--- src/rtl/jtopl_pkg.sv ---
// Shared constants for the OPL LFO slice.
// Counter widths, tremolo triangle geometry and output widths.
package jtopl_pkg;

  localparam int LFO_CNT_W  = 13;
  localparam int TR_STEPS   = 210;
  localparam int TR_PEAK    = 104;
  localparam int TR_PRESC_W = 6;
  localparam int AM_W       = 5;
  localparam int TR_W       = 8;
  localparam int VIB_W      = 3;

  localparam int AM_SH_DEEP = 2;
  localparam int AM_SH_SHAL = 4;

endpackage

--- src/rtl/jtopl_lfo_am.sv ---
// Tremolo level from triangle position; combinational only.
// Shared with the envelope-stage bench.
module jtopl_lfo_am
  import jtopl_pkg::*;
(
  input  logic [TR_W-1:0] tr_pos,
  input  logic            am_dep,
  output logic [AM_W-1:0] am_level
);

  logic [TR_W-1:0] tri_v;
  logic [TR_W-1:0] sh;
  logic            unused_hi;

  always_comb begin
    tri_v = tr_pos;
    if (tr_pos > TR_W'(TR_PEAK))
      tri_v = TR_W'(TR_STEPS - 1) - tr_pos;
  end

  always_comb begin
    sh = tri_v >> AM_SH_SHAL;
    if (am_dep)
      sh = tri_v >> AM_SH_DEEP;
  end

  assign am_level  = sh[AM_W-1:0];
  assign unused_hi = ^sh[TR_W-1:AM_W];

endmodule

--- src/rtl/jtopl_lfo.sv ---
// OPL LFO: sample counter drives vibrato phase,
// prescaled triangle drives registered tremolo level.
module jtopl_lfo
  import jtopl_pkg::*;
(
  input  logic             clk,
  input  logic             rst_n,
  input  logic             cen,
  input  logic             zero,
  input  logic             lfo_clr,
  input  logic             am_dep,
  output logic [VIB_W-1:0] vib_cnt,
  output logic [AM_W-1:0]  am_level
);

  logic                 tick;
  logic                 presc_end;
  logic                 tr_last;
  logic [LFO_CNT_W-1:0] smp_cnt_q, smp_cnt_d;
  logic [TR_W-1:0]      tr_pos_q, tr_pos_d;
  logic [AM_W-1:0]      am_level_q, am_level_d;
  logic [AM_W-1:0]      am_raw;

  assign tick      = cen & zero;
  assign presc_end = &smp_cnt_q[TR_PRESC_W-1:0];
  // Out-of-range positions also fold back to 0
  assign tr_last   = tr_pos_q >= TR_W'(TR_STEPS - 1);

  jtopl_lfo_am u_am (
    .tr_pos   (tr_pos_q),
    .am_dep   (am_dep),
    .am_level (am_raw)
  );

  always_comb begin
    smp_cnt_d  = smp_cnt_q;
    tr_pos_d   = tr_pos_q;
    am_level_d = am_raw;
    if (lfo_clr) begin
      smp_cnt_d  = '0;
      tr_pos_d   = '0;
      am_level_d = '0;
    end else if (tick) begin
      smp_cnt_d = smp_cnt_q + LFO_CNT_W'(1);
      if (presc_end)
        tr_pos_d = tr_last ? '0 : tr_pos_q + TR_W'(1);
    end
  end

  always_ff @(posedge clk or negedge rst_n) begin
    if (!rst_n) begin
      smp_cnt_q  <= '0;
      tr_pos_q   <= '0;
      am_level_q <= '0;
    end else if (cen) begin
      smp_cnt_q  <= smp_cnt_d;
      tr_pos_q   <= tr_pos_d;
      am_level_q <= am_level_d;
    end
  end

  assign vib_cnt  = smp_cnt_q[LFO_CNT_W-1 -: VIB_W];
  assign am_level = am_level_q;

endmodule

--- config.mk ---
export PLATFORM = sky130hd
export DESIGN_NAME = jtopl_lfo
export DESIGN_NICKNAME = d
export VERILOG_FILES = /design/src/rtl/jtopl_pkg.sv /design/src/rtl/jtopl_lfo_am.sv /design/src/rtl/jtopl_lfo.sv
export SDC_FILE = /design/constraint.sdc
export NUM_CORES = 1
export LEC_CHECK = 0
export ABC_CLOCK_PERIOD_IN_PS = 2300
export BUFFER_PORTS_ARGS = -buffer_cell sky130_fd_sc_hd__buf_2
export CAP_MARGIN = 20
export CORE_MARGIN = 2
export CORE_UTILIZATION = 51
export CTS_CLUSTER_SIZE = 25
export DETAILED_ROUTE_END_ITERATION = 6
export PLACE_DENSITY = 0.72
export SLEW_MARGIN = 20
export SYNTH_ARGS = -nofsm -noshare
export SYNTH_HDL_FRONTEND = slang
export SYNTH_SLANG_ARGS = --single-unit
--- constraint.sdc ---
create_clock -name clk -period 2.3 [get_ports clk]
set_input_delay 0 -clock clk [delete_from_list [all_inputs] [get_ports clk]]
set_output_delay 0 -clock clk [all_outputs]
set_load 0.005 [all_outputs]
# == Yosys cells after proc, flatten, opt, wreduce, memory -nomap -nowiden ==
# Index checks and enable logic that the tools add are counted.
# classes
addsub,3
magnitude_cmp,2
muxes,9
bitwise_logic,1
n_reduce_logical,5
# op_table
op,n
8-bit 2-to-1 mux,5
13-bit 2-to-1 mux,2
"13-bit by 1-bit adder with 13-bit output, second input constant",1
5-bit 2-to-1 mux,2
"8-bit by 1-bit adder with 8-bit output, second input constant",1
"8-bit greater-or-equal comparator, second input constant",1
"8-bit by 7-bit > comparator with 1-bit output, second input constant",1
"8-bit subtractor, first input constant",1
6-bit AND reduction,1
2-bit nonzero test,2
3-bit AND reduction,1
2-bit AND reduction,1
1-bit AND,1
# totals
regBits,26
output_inout_bits,8
elab_cells,23

# == Longest topological paths before layout ==
# logic_depth
word_depth,5
mapped_depth,6

# == Hierarchy ==
# From an unflattened synthesis, not the netlist that was laid out.
# hier_totals
cells_unflattened,183
area_unflattened_um2,1705.4
# by_module_without_submodules
mod,n_inst,cells_each,area_each_um2
jtopl_lfo,1,143,1430.1
jtopl_lfo_am,1,40,275.3

# == Worst setup path before layout ==
# OpenSTA, ideal clock, no wires.
# synth_path
path_kind,reg2reg
from,register tr_pos_q[2]
to,register tr_pos_q[6]
setup_ps,87
arrival_time_ps,1583
required_ps,2213
path_slack_ps,630
path_stages_with_launch,7
path_buffers,0
synth_period_minus_slack_ps,1670
cell_sequence,dfrtp_1 > inv_1 > ha_1 > and4b_2 > o311ai_4 > nand3_2 > o211ai_1
# synth_via
elab_chain_len,5
elab_cells_between_ends,6
classes_between,1 x add/sub; 1 x order compare; 4 x mux
# synth_lines
item,line_no,text
"start, declared",jtopl_lfo.sv:20,"logic [TR_W-1:0] tr_pos_q, tr_pos_d;"
"start signal, assigned",jtopl_lfo.sv:57,tr_pos_q <= tr_pos_d;
8-bit by 1-bit adder with 8-bit output / 8-bit greater-or-equal comparator (equally long branches),"jtopl_lfo.sv:46, jtopl_lfo.sv:27",
8-bit 2-to-1 mux *,jtopl_lfo.sv:46,tr_pos_d = tr_last ? '0 : tr_pos_q + TR_W'(1);
8-bit 2-to-1 mux *,jtopl_lfo.sv:45,if (presc_end)
8-bit 2-to-1 mux *,jtopl_lfo.sv:43,end else if (tick) begin
8-bit 2-to-1 mux *,jtopl_lfo.sv:39,if (lfo_clr) begin
# Mark *: on every way between the ends. The rest lies on a longest branch, timed or not. The select of a mux whose other input is x is not followed.
# A chain may end at the register's enable or synchronous reset.

# == Worst setup path after layout ==
# Ends and elaborated chain as after synthesis.

==> results.txt <==
final worst-path cycle share -> 0.871
Post-synth EDFFs -> 0
drt pass-1 iters -> 4
RSZ-0062 raised after global routing -> no
Clk Latency, worst-skew pair -> 0.32 ns
# setup viols final -> 0
metal3 WL -> 129 µm
GRT Util Overall -> 0.217
largest net degree at the start of global routing -> 27
routability cong. -> 0.965
Post-Route WL -> 3650 µm
Routed Antenna Nets -> 0
Cell Area, Synth -> 0.00169 mm²
Critical R2R Capture -> tr_pos_q[6]
PortBufs -> 13
Placement Setup Slack -> 0.361 ns
Vias/cell -> 6.16
Critical Path End Type -> flop
CTS tree -> done
Avg Cell Area, Syn -> 8.86 µm²
Synth Flop Type -> dfrtp_1
FILL cells -> 315
Congestion Overflow GR -> 0
clk slew on worst S/H paths -> 0.14 ns
Final Max Tran Viols -> 0
Worst Hold Path EP -> am_level[4]
Worst R2R Start -> tr_pos_q[2]
TNS Setup -> 0 ns
min cycle time layout -> 2.00 ns
Resize count post-CTS -> 0
Cell Pwr Density -> 455 mW/mm²
initial antenna violation count -> 0
Post-layout nets -> 210
peak supply drop -> 0.000293 V
CP required -> 2.53 ns
row count -> 20
CTS Sinks -> 26
status -> complete, no violations
hold path start -> am_dep
Area Overhead vs Synth -> 6.14%
sequential-to-total area share from yosys stat -> 0.385
total CTS buffers -> 3
postcts setup bufs -> 0
Slew HR -> 0.542
flop-to-flop setup slack -> 0.30 ns
max capacitance violation total -> 0
Core Area -> 0.00310 mm²
Hold Path Depth -> 2
Initial Util -> 0.545
first-pass GRT wire length -> 6220 µm
cts hold-fix bufs -> 2
DRC violations left -> 0
slowest stage cell, crit path -> dfrtp_1
final hold violation count -> 0
Wirelength per Cell -> 15.1 µm
clk buf depth -> 2
PnR worst setup slack -> 0.296 ns
hpwl dp -> 2630 µm
Initial DRC Count -> 131
skew final -> 0.0150 ns
share of cells above drive strength 1 -> 0.132
root buffer cell -> clkbuf_4
Crit path arrival time -> 2.23 ns
Routed met1 length -> 1760 µm
Via Count -> 1484
Cell variety after synth -> 53
Die Area -> 0.00379 mm²
Post-Syn Nets -> 202
H-tree Lvls -> 1
crit-path max FO -> 8
met2 wire length -> 1730 µm
crit-path cells -> inv_1 -> ha_1 -> and4b_2 -> o311ai_4 -> nand3_2 -> o211ai_1
peak per-stage delay on the critical path -> 0.49 ns
max layer used -> met4
Die Span Y -> 61.6 µm
worst hold path class -> input port to flop
ys async rst share -> 1.00
Mapped Cells -> 191
CP startpoint kind -> flop
vias in the first global route -> 1353
Yosys warnings -> 0
IO Count -> 14
die width -> 61.6 µm
n_diodes -> 0
Leakage -> 0.000790 µW
Max Freq -> 0.499 GHz
crit path kind -> flop to flop
Worst-Margin Slew -> 0.681 ns
flops & latches, synth -> 26
Reg2Reg Depth -> 6
-- cell usage after synthesis, drive strengths merged, types with 2 or more instances --
library cell | count | area [µm²]
a21o | 2 | 15.0
a21oi | 12 | 63.8
a311oi | 2 | 17.5
a31o | 2 | 17.5
a31oi | 4 | 25.0
a41o | 2 | 20.0
and2 | 3 | 18.8
buf | 10 | 57.6
clkbuf | 4 | 16.3
dfrtp | 26 | 651
ha | 5 | 62.6
inv | 11 | 41.3
nand2 | 17 | 63.8
nand3 | 5 | 30.0
nand4 | 8 | 50.1
nor2 | 14 | 55.1
nor2b | 4 | 25.0
nor3 | 4 | 20.0
nor4 | 6 | 37.5
o211a | 2 | 20.0
o211ai | 5 | 37.5
o21ai | 9 | 45.0
o2bb2ai | 2 | 17.5
o41ai | 2 | 17.5
or3 | 2 | 12.5
xnor2 | 5 | 43.8
xor2 | 2 | 17.5
-- cell families after synthesis --
logic type               synth area share
AO/OA/AOI/OAI                       0.251
XOR/XNOR                           0.0362
adder cells (fa/ha/maj)            0.0370
buffers and inverters              0.0680
flip-flops                          0.385
multiplexers                      0.00592
AND/OR/NAND/NOR                     0.217
-- registers in the layout (all words and copies together) (netlist names) --
signal,count
tr_pos_q,8
smp_cnt_q,13
am_level,5
-- cell type report --
cell class,count,area [µm²],share of cell area
well taps,44,55.1,0.0307
inverters,11,41.3,0.0230
multi-input cells,140,926,0.516
clock buffers,3,22.5,0.0125
flip-flops and latches,26,651,0.362
repair buffers,17,100,0.0557
-- routing by layer --
metal,vias up,global-route usage
met3,4,0.0189
li1,725,-
met4,0,0.0578
met5,-,0
met2,36,0.355
met1,719,0.309
-- power breakdown --
group          internal, µW  switching, µW  total (µW)
combinational          49.8           74.2         124
clock                  61.3            130         191
sequential              475           26.6         502
-- cells in the final DEF, fill, tap and decap left out, types with 2 or more instances in the layout --
cell and n:
nor3_1 4, a311oi_1 2, or3_1 2, inv_1 11, and2_1 3, buf_2 13
o211ai_1 5, xor2_1 2, a31o_2 2, dlygate4sd3_1 2, nor2b_1 4, nor4_1 6
o2bb2ai_1 2, a21oi_1 11, xnor2_1 5, a41o_1 2, clkbuf_4 3, buf_4 2
dfrtp_1 26, nand2_1 17, nand3_1 4, a31oi_1 4, o41ai_1 2, a21o_1 2
nor2_1 13, nand4_1 8, ha_1 5, o21ai_0 9, o211a_1 2
-- worst max-delay path, delay by kind of cell, from the launching register on --
family	cells	cell delay (ns)
buffers and inverters	1	0.13
flip-flops	1	0.49
adder cells (fa/ha/maj)	1	0.24
AO/OA/AOI/OAI	2	0.63
AND/OR/NAND/NOR	2	0.42
-- per-stage QoR --
stage | instance area (µm²) | std cells | total power (µW) | utilization | hold WS (ns)
final | 1800 | 241 | 817 | 0.579 | 0.0316
after global routing | 1800 | 241 | 856 | 0.579 | 0.0485
after CTS | 1800 | 241 | 825 | 0.579 | 0.0270
after global placement | 1750 | 236 | 627 | 0.565 | 0.0311
after detailed placement | 1750 | 236 | 631 | 0.565 | 0.0333
after floorplan | 1690 | 191 | 592 | - | -0.296
-- worst max path at each step --
stage,cells after the start,end,slack [ns],startpoint
floorplan,6,tr_pos_q[6],0.63,tr_pos_q[2]
global placement,6,tr_pos_q[7],0.50,tr_pos_q[2]
detailed placement,6,tr_pos_q[6],0.36,tr_pos_q[1]
CTS,6,tr_pos_q[6],0.33,tr_pos_q[1]
global route,6,tr_pos_q[6],0.20,tr_pos_q[1]
finish,6,tr_pos_q[6],0.30,tr_pos_q[2]
Note: power is estimated with default switching activity, not from simulation.
